### src/rtl/div_unit.sv
// Radix-2 restoring divider for DIV/DIVU in the EX stage.
// Returns {remainder, quotient} after WIDTH iterations, or at once for divide-by-zero.
module div_unit #(
   parameter int WIDTH = 32,
   parameter int CNT_W = 6
) (
   input  logic               clk,
   input  logic               resetn,
   input  logic               start_div,
   input  logic               signed_div,
   input  logic [WIDTH-1:0]   opdata1,
   input  logic [WIDTH-1:0]   opdata2,
   input  logic               annul,
   output logic [2*WIDTH-1:0] result,
   output logic               ready
);

   typedef enum logic [1:0] {
      S_IDLE,
      S_ZERO,
      S_ON,
      S_END
   } state_t;

   state_t               state_q, state_d;
   logic [CNT_W-1:0]     cnt_q, cnt_d;
   logic [WIDTH-1:0]     rem_q, rem_d;
   logic [WIDTH-1:0]     dvd_q, dvd_d;
   logic [WIDTH-1:0]     dvs_q, dvs_d;
   logic                 sgn_q, sgn_d;
   logic                 dneg_q, dneg_d;
   logic                 qneg_q, qneg_d;
   logic                 ready_q, ready_d;
   logic [2*WIDTH-1:0]   result_q, result_d;

   logic [WIDTH:0]       shifted;
   logic [WIDTH:0]       diff;
   logic                 qbit;
   logic [WIDTH-1:0]     rem_nxt;
   logic [WIDTH-1:0]     quo_nxt;
   logic [WIDTH-1:0]     rem_fix;
   logic [WIDTH-1:0]     quo_fix;
   logic [WIDTH-1:0]     abs1;
   logic [WIDTH-1:0]     abs2;
   logic                 last_iter;

   // One restoring step plus magnitude extraction and sign fix-up.
   always_comb begin
      shifted   = {rem_q, dvd_q[WIDTH-1]};
      diff      = shifted - {1'b0, dvs_q};
      qbit      = ~diff[WIDTH];
      rem_nxt   = qbit ? diff[WIDTH-1:0] : shifted[WIDTH-1:0];
      quo_nxt   = {dvd_q[WIDTH-2:0], qbit};
      quo_fix   = (sgn_q && qneg_q) ? (~quo_nxt + 1'b1) : quo_nxt;
      rem_fix   = (sgn_q && dneg_q) ? (~rem_nxt + 1'b1) : rem_nxt;
      abs1      = (signed_div && opdata1[WIDTH-1]) ? (~opdata1 + 1'b1) : opdata1;
      abs2      = (signed_div && opdata2[WIDTH-1]) ? (~opdata2 + 1'b1) : opdata2;
      last_iter = (cnt_q == CNT_W'(WIDTH - 1));
   end

   // Next-state and registered-output logic; annul takes priority everywhere.
   always_comb begin
      state_d  = state_q;
      cnt_d    = cnt_q;
      rem_d    = rem_q;
      dvd_d    = dvd_q;
      dvs_d    = dvs_q;
      sgn_d    = sgn_q;
      dneg_d   = dneg_q;
      qneg_d   = qneg_q;
      ready_d  = ready_q;
      result_d = result_q;
      unique case (state_q)
         S_IDLE: begin
            ready_d  = 1'b0;
            result_d = '0;
            if (start_div && !annul) begin
               sgn_d  = signed_div;
               dneg_d = opdata1[WIDTH-1];
               qneg_d = opdata1[WIDTH-1] ^ opdata2[WIDTH-1];
               dvs_d  = abs2;
               rem_d  = '0;
               cnt_d  = '0;
               if (opdata2 == '0) begin
                  dvd_d   = opdata1;
                  state_d = S_ZERO;
               end else begin
                  dvd_d   = abs1;
                  state_d = S_ON;
               end
            end
         end
         S_ZERO: begin
            if (annul) begin
               state_d = S_IDLE;
            end else begin
               state_d  = S_END;
               ready_d  = 1'b1;
               result_d = {dvd_q, {WIDTH{1'b1}}};
            end
         end
         S_ON: begin
            if (annul) begin
               state_d = S_IDLE;
            end else begin
               rem_d = rem_nxt;
               dvd_d = quo_nxt;
               cnt_d = cnt_q + 1'b1;
               if (last_iter) begin
                  state_d  = S_END;
                  ready_d  = 1'b1;
                  result_d = {rem_fix, quo_fix};
               end
            end
         end
         S_END: begin
            if (annul || !start_div) begin
               state_d  = S_IDLE;
               ready_d  = 1'b0;
               result_d = '0;
            end
         end
         default: begin
            state_d  = S_IDLE;
            ready_d  = 1'b0;
            result_d = '0;
         end
      endcase
   end

   // State and datapath registers, cleared asynchronously.
   always_ff @(posedge clk or negedge resetn) begin
      if (!resetn) begin
         state_q  <= S_IDLE;
         cnt_q    <= '0;
         rem_q    <= '0;
         dvd_q    <= '0;
         dvs_q    <= '0;
         sgn_q    <= 1'b0;
         dneg_q   <= 1'b0;
         qneg_q   <= 1'b0;
         ready_q  <= 1'b0;
         result_q <= '0;
      end else begin
         state_q  <= state_d;
         cnt_q    <= cnt_d;
         rem_q    <= rem_d;
         dvd_q    <= dvd_d;
         dvs_q    <= dvs_d;
         sgn_q    <= sgn_d;
         dneg_q   <= dneg_d;
         qneg_q   <= qneg_d;
         ready_q  <= ready_d;
         result_q <= result_d;
      end
   end

   assign ready  = ready_q;
   assign result = result_q;

endmodule

### config.mk
export PLATFORM = sky130hd
export DESIGN_NAME = div_unit
export DESIGN_NICKNAME = d
export VERILOG_FILES = /design/src/rtl/div_unit.sv
export SDC_FILE = /design/constraint.sdc
export NUM_CORES = 1
export LEC_CHECK = 0
export ABC_AREA = 1
export ABC_CLOCK_PERIOD_IN_PS = 4900
export CORE_MARGIN = 4
export CORE_UTILIZATION = 37
export CTS_BUF_LIST = sky130_fd_sc_hd__clkbuf_4
export DETAILED_ROUTE_END_ITERATION = 16
export SLEW_MARGIN = 25
export SYNTH_ARGS = -nofsm -noshare
export SYNTH_HDL_FRONTEND = slang
export SYNTH_SLANG_ARGS = --single-unit
### constraint.sdc
create_clock -name clk -period 4.9 [get_ports clk]
set_clock_uncertainty 0.2 [all_clocks]
set_input_delay 0.735 -clock clk [delete_from_list [all_inputs] [get_ports clk]]
set_output_delay 0.735 -clock clk [all_outputs]
set_load 0.02 [all_outputs]
==> results.py <==
metrics = {
    "drt": {
        "dr.pass1.iters": 8,
        "finalWirelength_mm": 48.5,
        "met3WireLength_mm": 3.61,
        "antenna_left": 0,
        "route.vias.total": 14300,
        "drc": 0,
        "wl_met2_mm": 20.4,
        "top_layer": "met4",
        "wl_met1_mm": 23.5,
        "wl_per_cell_um": 17.7,
        "viasPerCell": 5.25,
        "drt-initial-drc-count": 1338,
    },
    "place": {
        "dp_hpwl_mm": 38.3,
        "placed_area_um2": 15600,
        "gp_congestion": 0.986,
        "port_buffers": 133,
    },
    "sta": {
        "min_period_over_period": 0.919,
        "hold_violations": 0,
        "tns_ps": 0,
        "max_clock_freq_mhz": 222,
        "rsz0062_at_grt": "no",
        "relSlewSlack": 0.325,
        "final-max-slew-violation-count": 0,
        "worstMarginPinSlew_ps": 1010,
        "finalCriticalPeriod_ps": 4500,
        "setup_violations": 0,
        "holdWs_ps": 304,
    },
    "clocking": {
        "cts_tree": "built",
        "cts.path.max_buffers": 2,
        "clkSlewWorstSetupHoldPaths_ps": 180,
        "numCtsBuffers": 17,
        "clock_latency_ps": 640,
        "h-tree-depth": 4,
        "cts_root_buf": "clkbuf_4",
        "numClockSinks": 172,
    },
    "setup_path": {
        "r2r_slack_ps": 400,
        "reg2reg_depth": 29,
        "timing.critical_path.required_ps": 5250,
        "critPathArrivalTime_ps": 4850,
        "criticalPathCategory": "register to register",
        "end_kind": "register",
        "crit_slowest_cell": "fa_1",
        "timing.rr.end": "result[30]",
        "start_kind": "register",
        "slowest_delay_ps": 420,
        "path_common_cell": "nand2_1",
        "r2r-start": "dvd_q[31]",
        "crit_fanout": 10,
    },
    "synthesis": {
        "synth_top_cell_by_area": "dfrtp_1",
        "synth_cell_types": 58,
        "ys.flop_type": "dfrtp_1",
        "async_reset_ff_frac": 1.00,
        "synth-edff-count": 0,
        "syn_nets": 2270,
        "yosysMostFrequentCell": "nand2_1",
        "avgSynthCellArea_um2": 6.41,
        "yosys-top-cells-area": "dfrtp_1, nand2_1, inv_1, o21ai_0, nor2_1",
        "ys_top_cells_by_count": "nand2_1, inv_1, nor2_1",
        "syn_area_um2": 13800,
        "netlist_instances": 2158,
        "yosys.area.top_type_share": 0.311,
        "yosysSeqAreaShare": 0.311,
        "synth_seq_cells": 172,
        "ys_warn_count": 0,
    },
    "floorplanning": {
        "io_pins": 134,
        "initial_utilization": 0.377,
        "dieHeight_um": 201,
        "dieArea_um2": 40500,
        "rows": 70,
        "die_x_um": 201,
        "core_area_um2": 36700,
    },
    "hold_path": {
        "min_to": "dvs_q[2]",
        "min_from": "dvs_q[2]",
        "hp-class": "register to register",
        "hold_depth": 2,
    },
    "grt": {
        "antenna_found_initial": 1,
        "grt_pass1_vias": 13500,
        "grt_remaining_overflow": 0,
        "grt_use_total": 0.235,
        "grt_max_degree": 82,
        "grt_pass1_wl_mm": 76.2,
    },
    "power_and_ir_drop": {
        "finalPower_w": 0.0120,
        "power.density_nw_per_um2": 756,
        "p_leak_nw": 8.30,
        "vdd_drop_max_mv": 0.613,
    },
    "cells_and_area": {
        "stdcell_area_um2": 15900,
        "drive_gt1_frac": 0.0503,
        "area_growth_syn_to_layout_pct": 14.8,
        "nNetsFinal": 2364,
    },
    "job": {
        "cap_violations": 0,
    },
    "outcome": {
        "status": "complete, no violations",
    },
}
stage by stage:
step           setup WS, ps   util  cells
2_1_floorplan           595      -   2158
3_3_place_gp            330  0.424   2699
3_5_place_dp            192  0.424   2699
4_1_cts                 168  0.432   2732
5_1_grt                10.3  0.433   2734
6_report                398  0.433   2734
layer usage:
layer | GRT usage | vias to the layer above
li1 | - | 7131
met4 | 0.0554 | 0
met2 | 0.344 | 455
met1 | 0.352 | 6710
met5 | 0 | -
met3 | 0.0540 | 48
layout make-up:
cell class                      count  area, um2
Multi-Input combinational cell   1643       8220
Clock buffer                       17        128
Sequential cell                   172       4300
Clock inverter                     15        140
Tap cell                          468        586
Antenna cell                        1       2.50
Inverter                          263        987
Timing Repair Buffer              155       1510
Fill cell                        3891      20800
where the power goes:
part           switching [W]  internal [W]
logic                0.00601       0.00272
registers           0.000466       0.00194
clock network       0.000635      0.000230
critical path: cells and delay by family, from the launching register on:
| kind | cells | cell delay [ps] |
|---|---|---|
| AO/OA/AOI/OAI | 1 | 190 |
| adder cells (fa/ha/maj) | 3 | 830 |
| buffers and inverters | 2 | 160 |
| flip-flops | 1 | 400 |
| AND/OR/NAND/NOR | 23 | 2640 |
worst max path at each step:
stage	from	end	cells past startpoint
6_report	dvd_q[31]	result[30]	29
5_1_grt	dvd_q[31]	result[48]	28
4_1_cts	dvd_q[31]	result[28]	29
3_5_place_dp	dvd_q[31]	result[30]	29
3_3_place_gp	dvd_q[31]	result[28]	29
2_1_floorplan	dvd_q[31]	result[28]	30
cells in the final DEF, fill, tap and decap left out, types with 6 or more instances in the layout:
cell / synthesis / final
nand2_1: 731 / 731
inv_1: 257 / 257
nor2_1: 189 / 188
dfrtp_1: 172 / 172
o21ai_0: 155 / 154
clkdlybuf4s50_1: 0 / 132
nand3_1: 121 / 121
a21oi_1: 72 / 72
xor2_1: 43 / 43
ha_1: 42 / 41
nor3_1: 38 / 36
o22ai_1: 36 / 36
xnor2_1: 29 / 29
nand4_1: 29 / 29
nand2_2: 25 / 25
buf_4: 5 / 20
clkbuf_4: 0 / 17
a22o_1: 15 / 15
o21ai_1: 13 / 14
nor4_1: 10 / 10
a31oi_1: 10 / 10
nand3b_1: 8 / 8
nand2_4: 7 / 7
o31ai_1: 7 / 7
o211ai_1: 6 / 6
inv_8: 0 / 6
registers in the layout, indices dropped and copies added, names as in the netlist:
| name | flops |
|---|---|
| result | 64 |
| dvd_q | 32 |
| dvs_q | 32 |
| rem_q | 32 |
| cnt_q | 6 |
| state_q | 2 |
| dneg_q | 1 |
| qneg_q | 1 |
| ready | 1 |
| sgn_q | 1 |
kinds of logic (layout without fill, tap and decap cells):
logic type               count (synthesis)  after routing  share of synthesized area
flip-flops                             172            172                      0.311
AO/OA/AOI/OAI                          346            346                      0.144
adder cells (fa/ha/maj)                 43             43                     0.0394
AND/OR/NAND/NOR                       1182           1182                      0.361
other                                    0              1                          0
XOR/XNOR                                72             72                     0.0456
buffers and inverters                  343            450                     0.0984
timing repair:
item                                   in CTS  in global routing
buffers inserted                            0                  1
endpoints found under the hold margin      79                  0
setup endpoints to repair                   0                  5
resized for setup                           0                  4
hold buffers                                1                  0
Note: power is estimated with default switching activity, not from simulation.
